### src/rtl/tm1638_responder.sv
`default_nettype none
// +--------------------------------------------------------------------------+
// | tm1638_responder : device-side TM1638 STB/CLK/DIO serial endpoint         |
// | rev 1.0                                                                   |
// +--------------------------------------------------------------------------+
module tm1638_responder #(
  parameter int SYNC_STAGES   = 2,
  parameter int NUM_KEY_BYTES = 4
) (
  input  logic                       clk,
  input  logic                       rst,
  input  logic                       stb,
  input  logic                       sclk,
  input  logic                       dio_in,
  output logic                       dio_out,
  output logic                       dio_oe,
  input  logic [8*NUM_KEY_BYTES-1:0] key_bits,
  input  logic [3:0]                 rd_addr,
  output logic [7:0]                 rd_data,
  output logic                       disp_on,
  output logic [2:0]                 brightness,
  output logic                       wr_strobe,
  output logic [3:0]                 wr_addr,
  output logic [7:0]                 wr_data,
  output logic                       cmd_err
);

  localparam int KW = 8 * NUM_KEY_BYTES;

  localparam logic [2:0] S_IDLE   = 3'd0;
  localparam logic [2:0] S_CMD    = 3'd1;
  localparam logic [2:0] S_WDATA  = 3'd2;
  localparam logic [2:0] S_RDATA  = 3'd3;
  localparam logic [2:0] S_IGNORE = 3'd4;

  logic [SYNC_STAGES-1:0] stb_sync_q, sclk_sync_q, dio_sync_q;
  logic                   stb_prev_q, sclk_prev_q;
  logic                   w_stb, w_sclk, w_dio;
  logic                   w_stb_rise, w_stb_fall, w_sclk_rise, w_sclk_fall;

  logic [2:0]    state_q, state_d;
  logic [2:0]    bitcnt_q, bitcnt_d;
  logic [7:0]    shift_q, shift_d;
  logic [3:0]    addr_q, addr_d;
  logic          rd_mode_q, rd_mode_d;
  logic          fixed_q, fixed_d;
  logic          disp_on_q, disp_on_d;
  logic [2:0]    bright_q, bright_d;
  logic [KW-1:0] key_sr_q, key_sr_d;
  logic          dio_out_q, dio_out_d;
  logic          dio_oe_q, dio_oe_d;
  logic          wr_strobe_q, wr_strobe_d;
  logic [3:0]    wr_addr_q, wr_addr_d;
  logic [7:0]    wr_data_q, wr_data_d;
  logic          cmd_err_q, cmd_err_d;
  logic [7:0]    rd_data_q;
  logic [7:0]    ram_q [16];
  logic          w_ram_we;
  logic [7:0]    w_byte;
  logic          w_byte_done;

  assign w_stb       = stb_sync_q[SYNC_STAGES-1];
  assign w_sclk      = sclk_sync_q[SYNC_STAGES-1];
  assign w_dio       = dio_sync_q[SYNC_STAGES-1];
  assign w_stb_rise  = w_stb & ~stb_prev_q;
  assign w_stb_fall  = ~w_stb & stb_prev_q;
  assign w_sclk_rise = w_sclk & ~sclk_prev_q;
  assign w_sclk_fall = ~w_sclk & sclk_prev_q;
  assign w_byte      = {w_dio, shift_q[7:1]};
  assign w_byte_done = w_sclk_rise && (bitcnt_q == 3'd7);

  always_comb begin
    state_d     = state_q;
    bitcnt_d    = bitcnt_q;
    shift_d     = shift_q;
    addr_d      = addr_q;
    rd_mode_d   = rd_mode_q;
    fixed_d     = fixed_q;
    disp_on_d   = disp_on_q;
    bright_d    = bright_q;
    key_sr_d    = key_sr_q;
    dio_out_d   = dio_out_q;
    dio_oe_d    = dio_oe_q;
    wr_strobe_d = 1'b0;
    wr_addr_d   = wr_addr_q;
    wr_data_d   = wr_data_q;
    cmd_err_d   = 1'b0;
    w_ram_we    = 1'b0;
    // A stb rise wins over a coincident 8th clock edge, so that byte is dropped.
    if (w_stb_rise) begin
      state_d   = S_IDLE;
      bitcnt_d  = 3'd0;
      dio_oe_d  = 1'b0;
      dio_out_d = 1'b1;
    end else if (w_stb_fall) begin
      state_d  = S_CMD;
      bitcnt_d = 3'd0;
    end else if (state_q != S_IDLE) begin
      if (w_sclk_rise) begin
        shift_d  = w_byte;
        bitcnt_d = bitcnt_q + 3'd1;
      end
      if (w_byte_done) begin
        case (state_q)
          S_CMD: begin
            case (w_byte[7:6])
              2'b01: begin
                rd_mode_d = w_byte[1];
                fixed_d   = w_byte[2];
                if (w_byte[1]) begin
                  key_sr_d = key_bits;
                  state_d  = S_RDATA;
                end else begin
                  state_d  = S_IGNORE;
                end
              end
              2'b11: begin
                addr_d  = w_byte[3:0];
                state_d = rd_mode_q ? S_IGNORE : S_WDATA;
              end
              2'b10: begin
                disp_on_d = w_byte[3];
                bright_d  = w_byte[2:0];
                state_d   = S_IGNORE;
              end
              default: begin
                cmd_err_d = 1'b1;
                state_d   = S_IGNORE;
              end
            endcase
          end
          S_WDATA: begin
            w_ram_we    = 1'b1;
            wr_strobe_d = 1'b1;
            wr_addr_d   = addr_q;
            wr_data_d   = w_byte;
            if (!fixed_q) addr_d = addr_q + 4'd1;
          end
          default: ;
        endcase
      end
      // Zeros shift in behind the key bytes, so the tail reads as 0.
      if ((state_q == S_RDATA) && w_sclk_fall) begin
        dio_oe_d  = 1'b1;
        dio_out_d = key_sr_q[0];
        key_sr_d  = {1'b0, key_sr_q[KW-1:1]};
      end
    end
  end

  always_ff @(posedge clk) begin
    if (rst) begin
      // stb sync resets low so a host already holding stb low cannot start a frame.
      stb_sync_q  <= '0;
      stb_prev_q  <= 1'b0;
      sclk_sync_q <= '1;
      sclk_prev_q <= 1'b1;
      dio_sync_q  <= '0;
      state_q     <= S_IDLE;
      bitcnt_q    <= 3'd0;
      shift_q     <= 8'h00;
      addr_q      <= 4'd0;
      rd_mode_q   <= 1'b0;
      fixed_q     <= 1'b0;
      disp_on_q   <= 1'b0;
      bright_q    <= 3'd0;
      key_sr_q    <= '0;
      dio_out_q   <= 1'b1;
      dio_oe_q    <= 1'b0;
      wr_strobe_q <= 1'b0;
      wr_addr_q   <= 4'd0;
      wr_data_q   <= 8'h00;
      cmd_err_q   <= 1'b0;
      rd_data_q   <= 8'h00;
      for (int i = 0; i < 16; i++) ram_q[i] <= 8'h00;
    end else begin
      stb_sync_q  <= {stb_sync_q[SYNC_STAGES-2:0], stb};
      stb_prev_q  <= w_stb;
      sclk_sync_q <= {sclk_sync_q[SYNC_STAGES-2:0], sclk};
      sclk_prev_q <= w_sclk;
      dio_sync_q  <= {dio_sync_q[SYNC_STAGES-2:0], dio_in};
      state_q     <= state_d;
      bitcnt_q    <= bitcnt_d;
      shift_q     <= shift_d;
      addr_q      <= addr_d;
      rd_mode_q   <= rd_mode_d;
      fixed_q     <= fixed_d;
      disp_on_q   <= disp_on_d;
      bright_q    <= bright_d;
      key_sr_q    <= key_sr_d;
      dio_out_q   <= dio_out_d;
      dio_oe_q    <= dio_oe_d;
      wr_strobe_q <= wr_strobe_d;
      wr_addr_q   <= wr_addr_d;
      wr_data_q   <= wr_data_d;
      cmd_err_q   <= cmd_err_d;
      rd_data_q   <= ram_q[rd_addr];
      if (w_ram_we) ram_q[addr_q] <= w_byte;
    end
  end

  assign dio_out    = dio_out_q;
  assign dio_oe     = dio_oe_q;
  assign rd_data    = rd_data_q;
  assign disp_on    = disp_on_q;
  assign brightness = bright_q;
  assign wr_strobe  = wr_strobe_q;
  assign wr_addr    = wr_addr_q;
  assign wr_data    = wr_data_q;
  assign cmd_err    = cmd_err_q;

endmodule
`default_nettype wire
### config.mk
export PLATFORM = sky130hd
export DESIGN_NAME = tm1638_responder
export DESIGN_NICKNAME = d
export VERILOG_FILES = /design/src/rtl/tm1638_responder.sv
export SDC_FILE = /design/constraint.sdc
export NUM_CORES = 1
export LEC_CHECK = 0
export ABC_AREA = 1
export BUFFER_PORTS_ARGS = -buffer_cell sky130_fd_sc_hd__buf_2
export CAP_MARGIN = 5
export CELL_PAD_IN_SITES_DETAIL_PLACEMENT = 0
export CELL_PAD_IN_SITES_GLOBAL_PLACEMENT = 2
export CORE_MARGIN = 5
export CORE_UTILIZATION = 37
export DETAILED_ROUTE_END_ITERATION = 16
export PLACE_DENSITY = 0.77
export SKIP_CTS_REPAIR_TIMING = 1
export SYNTH_ARGS = -nofsm -noshare
export SYNTH_HDL_FRONTEND = slang
export SYNTH_SLANG_ARGS = --single-unit
### constraint.sdc
create_clock -name clk -period 2.5 [get_ports clk]
set_clock_uncertainty 0.05 [all_clocks]
set_input_delay 0.5 -clock clk [delete_from_list [all_inputs] [get_ports clk]]
set_output_delay 0.5 -clock clk [all_outputs]
set_load 0.02 [all_outputs]
# Yosys cells after proc, flatten, opt, wreduce, memory -nomap -nowiden

Memory sizes are Yosys's and may differ from the RTL's. A register that Yosys moved wholly into a read port is not among the register bits.
Index checks and enable logic that the tools add are counted.

Register bits: 80
Bits in writable memories: 128
Input bits: 41
Output and inout bits: 28
Logic and storage cells: 101
Memories: 1

Add/subtract/negate cells: 2
Equality and inequality tests: 9
Multiplexer cells: 29
Bitwise operators: 13
Reductions and logical operators: 26

Memories:

| name  | depth | bits a word | rd ports | clocked after memory_dff | write ports | line | RTL |
|---|---|---|---|---|---|---|---|
| ram_q | 16    | 8           | 1        | 1                        | 16          | 57   | `logic [7:0] ram_q [16];` |

Operator list:

| operator                                            | count |
|---|---|
| 2-to-1 mux 32 bit                                   | 5 |
| 2-to-1 mux 1 bit                                    | 16 |
| nonzero test 2 bit                                  | 8 |
| AND reduction 7 bit                                 | 2 |
| 2-to-1 mux 4 bit                                    | 3 |
| AND reduction 6 bit                                 | 2 |
| NOT 1 bit                                           | 9 |
| AND reduction 3 bit                                 | 3 |
| 2-to-1 mux 8 bit                                    | 1 |
| case mux 4 bit (2 select lines)                     | 1 |
| OR reduction 8 bit                                  | 1 |
| equality test 3 x 2 -> 1 bit, second input constant | 2 |
| 2-to-1 mux 3 bit                                    | 2 |
| case mux 3 bit (2 select lines)                     | 1 |
| OR reduction 3 bit                                  | 2 |
| OR reduction 6 bit                                  | 1 |
| AND reduction 5 bit                                 | 1 |
| adder 4 x 1 -> 4 bit, second input constant         | 1 |
| bitwise AND 1 bit                                   | 4 |
| equality test 2 bit, second input constant          | 2 |
| inequality test 2 bit, second input constant        | 2 |
| AND reduction 4 bit                                 | 1 |
| adder 3 x 1 -> 3 bit, second input constant         | 1 |
| equality test 3 x 1 -> 1 bit, second input constant | 1 |
| 6 further kinds                                     | 7 |

# Longest topological paths before layout

Word-level depth: 12
Mapped depth: 11
Depth with buffers taken out: 10

# Least setup slack after synthesis

Ideal clock, no wire load.

Kind: flip-flop to flip-flop
Start: reg bitcnt_q[0]
End: mem ram_q[15][0] (enable)
Data arrival time: 1.650 ns
Path slack: 0.471 ns
Cell stages (with the launch flop): 9
Path through: dfxtp_1 ha_1 ha_1 nand3_1 nor2_4 nand2_4 nor2_8 nand2_2 nand2_1

RTL lines:

| element                | line | RTL |
|---|---|---|
| from (decl)            | 42   | `logic [2:0] bitcnt_q, bitcnt_d;` |
| from (signal assigned) | 183  | `bitcnt_q <= bitcnt_d;` |
| to (decl)              | 57   |  |

==> results.md <==
* Area of the core at 26,700 µm²
* Largest fanout on the critical path at 9
* Final Instance Area at 11,500 µm²
* Leak pwr at 5.32 nW
* CTS root buf: clkbuf_16
* Count of input and output buffers at 68
* Final min period at 2.31 ns
* EDFF count, synth at 128
* Hpwl dp at 17,000 µm
* DR pass1 iterations at 5
* Ys Warns at 0
* Ant. Diodes at 0
* Gr ovfl total at 0
* Mapped Cells at 1,217
* Hold Path Class: in2reg
* Routed vias/inst at 4.59
* Antenna-violating nets left at 0
* Top delay family on crit path: simple AND/OR/NAND/NOR gates
* Die X at 174 µm
* CTS tree: yes
* Fraction of registers with async set/reset at 0%
* Net Count, Synth at 1,266
* Max incr delay on CP at 0.35 ns
* Period utilization at 92.3%
* Flops & latches, synth at 215
* Max Freq at 0.434 GHz
* Design Power at 8.02 mW
* Required @ worst endpoint at 2.65 ns
* Critical Setup Path Class: reg2reg
* Total CTS buffers at 25
* Io pins at 69
* Cell Count, Final, Fillers Out at 1,643
* H-tree lvl count at 1
* Critical-path top delay cell: dfxtp_1
* Full die area at 30,300 µm²
* Area of the multi-input gates at 3570 µm²
* Final Hold Vio Count at 0
* Cell mode on critical path: ha_1
* DP Cell Count at 1,597
* Row count at 60
* RSZ-0062 raised after global routing: no
* CTS max path bufs at 3
* Initial Utilization at 37.2%
* Vias in the first global route at 7,329
* Largest net degree at the start of global routing at 63
* GP Congestion at 0.772
* Outcome: complete, no violations
* Setup crit start kind: register
* DR vias at 7,539
* Clk pin slew, worst setup/hold paths at 0.06 ns
* Setup ws final at 0.193 ns
* CP Capture Type: register
* CP bufs+invs at 0
* GRT Total Usage at 16.4%
* Sequential standard cell area at 5590 µm²
* Max VDD drop at 0.423 mV
* Placed Area at 10,700 µm²
* DIE HEIGHT at 174 µm
* Wirelength per Cell at 15.2 µm
* Initial antenna violation count at 0
* Ys flop type: edfxtp_1
* PD cells at 696 nW/µm²
* Cell Area, Synth at 9940 µm²
* Area Growth Syn to Fin at 15.8%
* Slew @ Worst Pin at 0.612 ns
* Clock sink total at 215
* DRT Wirelength at 25,000 µm
* Layout cells sized above 1 at 13.4%
* Critical path, cell by cell: ha_1 > ha_1 > nand3_1 > nor2_4 > nand2_4 > nor2_8 > nand2_2 > nand2_1
* Pins Over Slew Limit at 0
* First-pass GRT wire length at 40,000 µm
* Drc violations at 0
* Syn Area/Cell at 8.17 µm²
* Pre-CTS WS at 0.180 ns
* WP data arrival at 2.46 ns
* Initial DRC Count at 435
* Max-Cap Viols at 0
* # fillers at 2,731
* Final setup viols at 0
* Fin Setup TNS at 0 ns
* Final nets at 1,332
* Sequential-to-total area share from yosys stat at 56.2%
* Skew-Pair Late Insertion Delay at 0.52 ns
* Distinct cells, synth at 29
* Max_slew headroom at 59.2%
final cells by class:
type | count | share of cell area, %
Sequential cell | 215 | 48.5
Inverter | 143 | 4.66
Timing Repair Buffer | 96 | 4.89
Multi-Input combinational cell | 802 | 31.0
Clock inverter | 16 | 1.65
Clock buffer | 30 | 5.59
Tap cell | 341 | 3.70
layout by cell type (no fill, tap or decap), drive strengths merged:
| master | n |
|---|---|
| nand2 | 356 |
| edfxtp | 128 |
| o211ai | 1 |
| clkinvlp | 2 |
| clkbuf | 30 |
| a31oi | 1 |
| nand3 | 91 |
| dfxtp | 87 |
| a21oi | 38 |
| clkinv | 15 |
| nand4 | 2 |
| or2 | 3 |
| o21ai | 62 |
| buf | 96 |
| nor2 | 236 |
| bufinv | 4 |
| nand3b | 2 |
| ha | 8 |
| inv | 138 |
| nor3 | 1 |
| o22ai | 1 |
where the power goes:
group / switching, mW / total [mW] / internal, mW
logic: 0.304 / 0.446 / 0.142
registers: 0.0376 / 3.90 / 3.86
clock network: 1.42 / 3.67 / 2.25
total: 1.76 / 8.02 / 6.26
worst reg2reg max path, cell delays in order, from the launching register on:
cell and delay, ns:
dfxtp_1 0.35, ha_1 0.17, ha_1 0.19, nand3_1 0.20, nor2_4 0.19, nand2_4 0.16, nor2_8 0.25, nand2_2 0.16
nand2_1 0.28
final timing paths:
check,cells after the start,endpoint,from,slack [ns]
min,2,sclk_sync_q[0],sclk,0.12
max reg2reg,8,ram_q[15][4],bitcnt_q[0],0.19
min reg2reg,2,dio_sync_q[1],dio_sync_q[0],0.35
max,8,ram_q[15][4],bitcnt_q[0],0.19
kinds of logic (layout without fill, tap and decap cells):
group / Yosys count / count (layout) / synth area share (%)
compound gates: 103 / 103 / 5.27
fa+ha+maj: 8 / 8 / 1.01
buf+inv: 200 / 285 / 7.93
flops: 215 / 215 / 56.2
simple gates: 691 / 691 / 29.6
through the flow:
step,hold WS (ns),utilization (%)
global placement,0.348,40.0
finish,0.115,43.1
global route,0.107,43.1
detailed placement,0.343,40.0
CTS,0.0933,43.1
floorplan,0.338,-
per-layer routing:
metal  wire length (µm)  vias up  track usage, %  share of wire (%)
met5                  0        -               0                  0
met4                507        0            3.76                2.0
met3               1080       34            2.48                4.3
met2              11500      139            26.5                 46
met1              11900     3398            23.5                 48
li1                   -     3968               -                  -
sequential cells by signal, indices dropped and copies added (netlist names), 3 cells and up:
signal      cells
rd_data         8
shift_q         7
key_sr_q       32
bitcnt_q        3
wr_data         8
addr_q          4
brightness      3
ram_q         128
state_q         3
wr_addr         4
synth_stat cells (3+ instances only):
cell type	count	area, µm²
clkinv_1	6	22.5
buf_2	12	60.1
nand2_1	337	1260
buf_1	3	11.3
nor2_8	4	80.1
o21ai_0	57	285
inv_2	7	26.3
nand3_1	91	455
ha_1	8	100
or2_2	3	18.8
nand2_4	16	180
dfxtp_1	87	1740
nor2_2	4	25.0
edfxtp_1	128	3840
nor2_1	226	848
clkbuf_1	39	146
a21oi_1	37	185
buf_6	3	33.8
o21ai_1	5	25.0
inv_1	130	488
nand2_2	3	18.8
(Power assumes the default switching activity.)
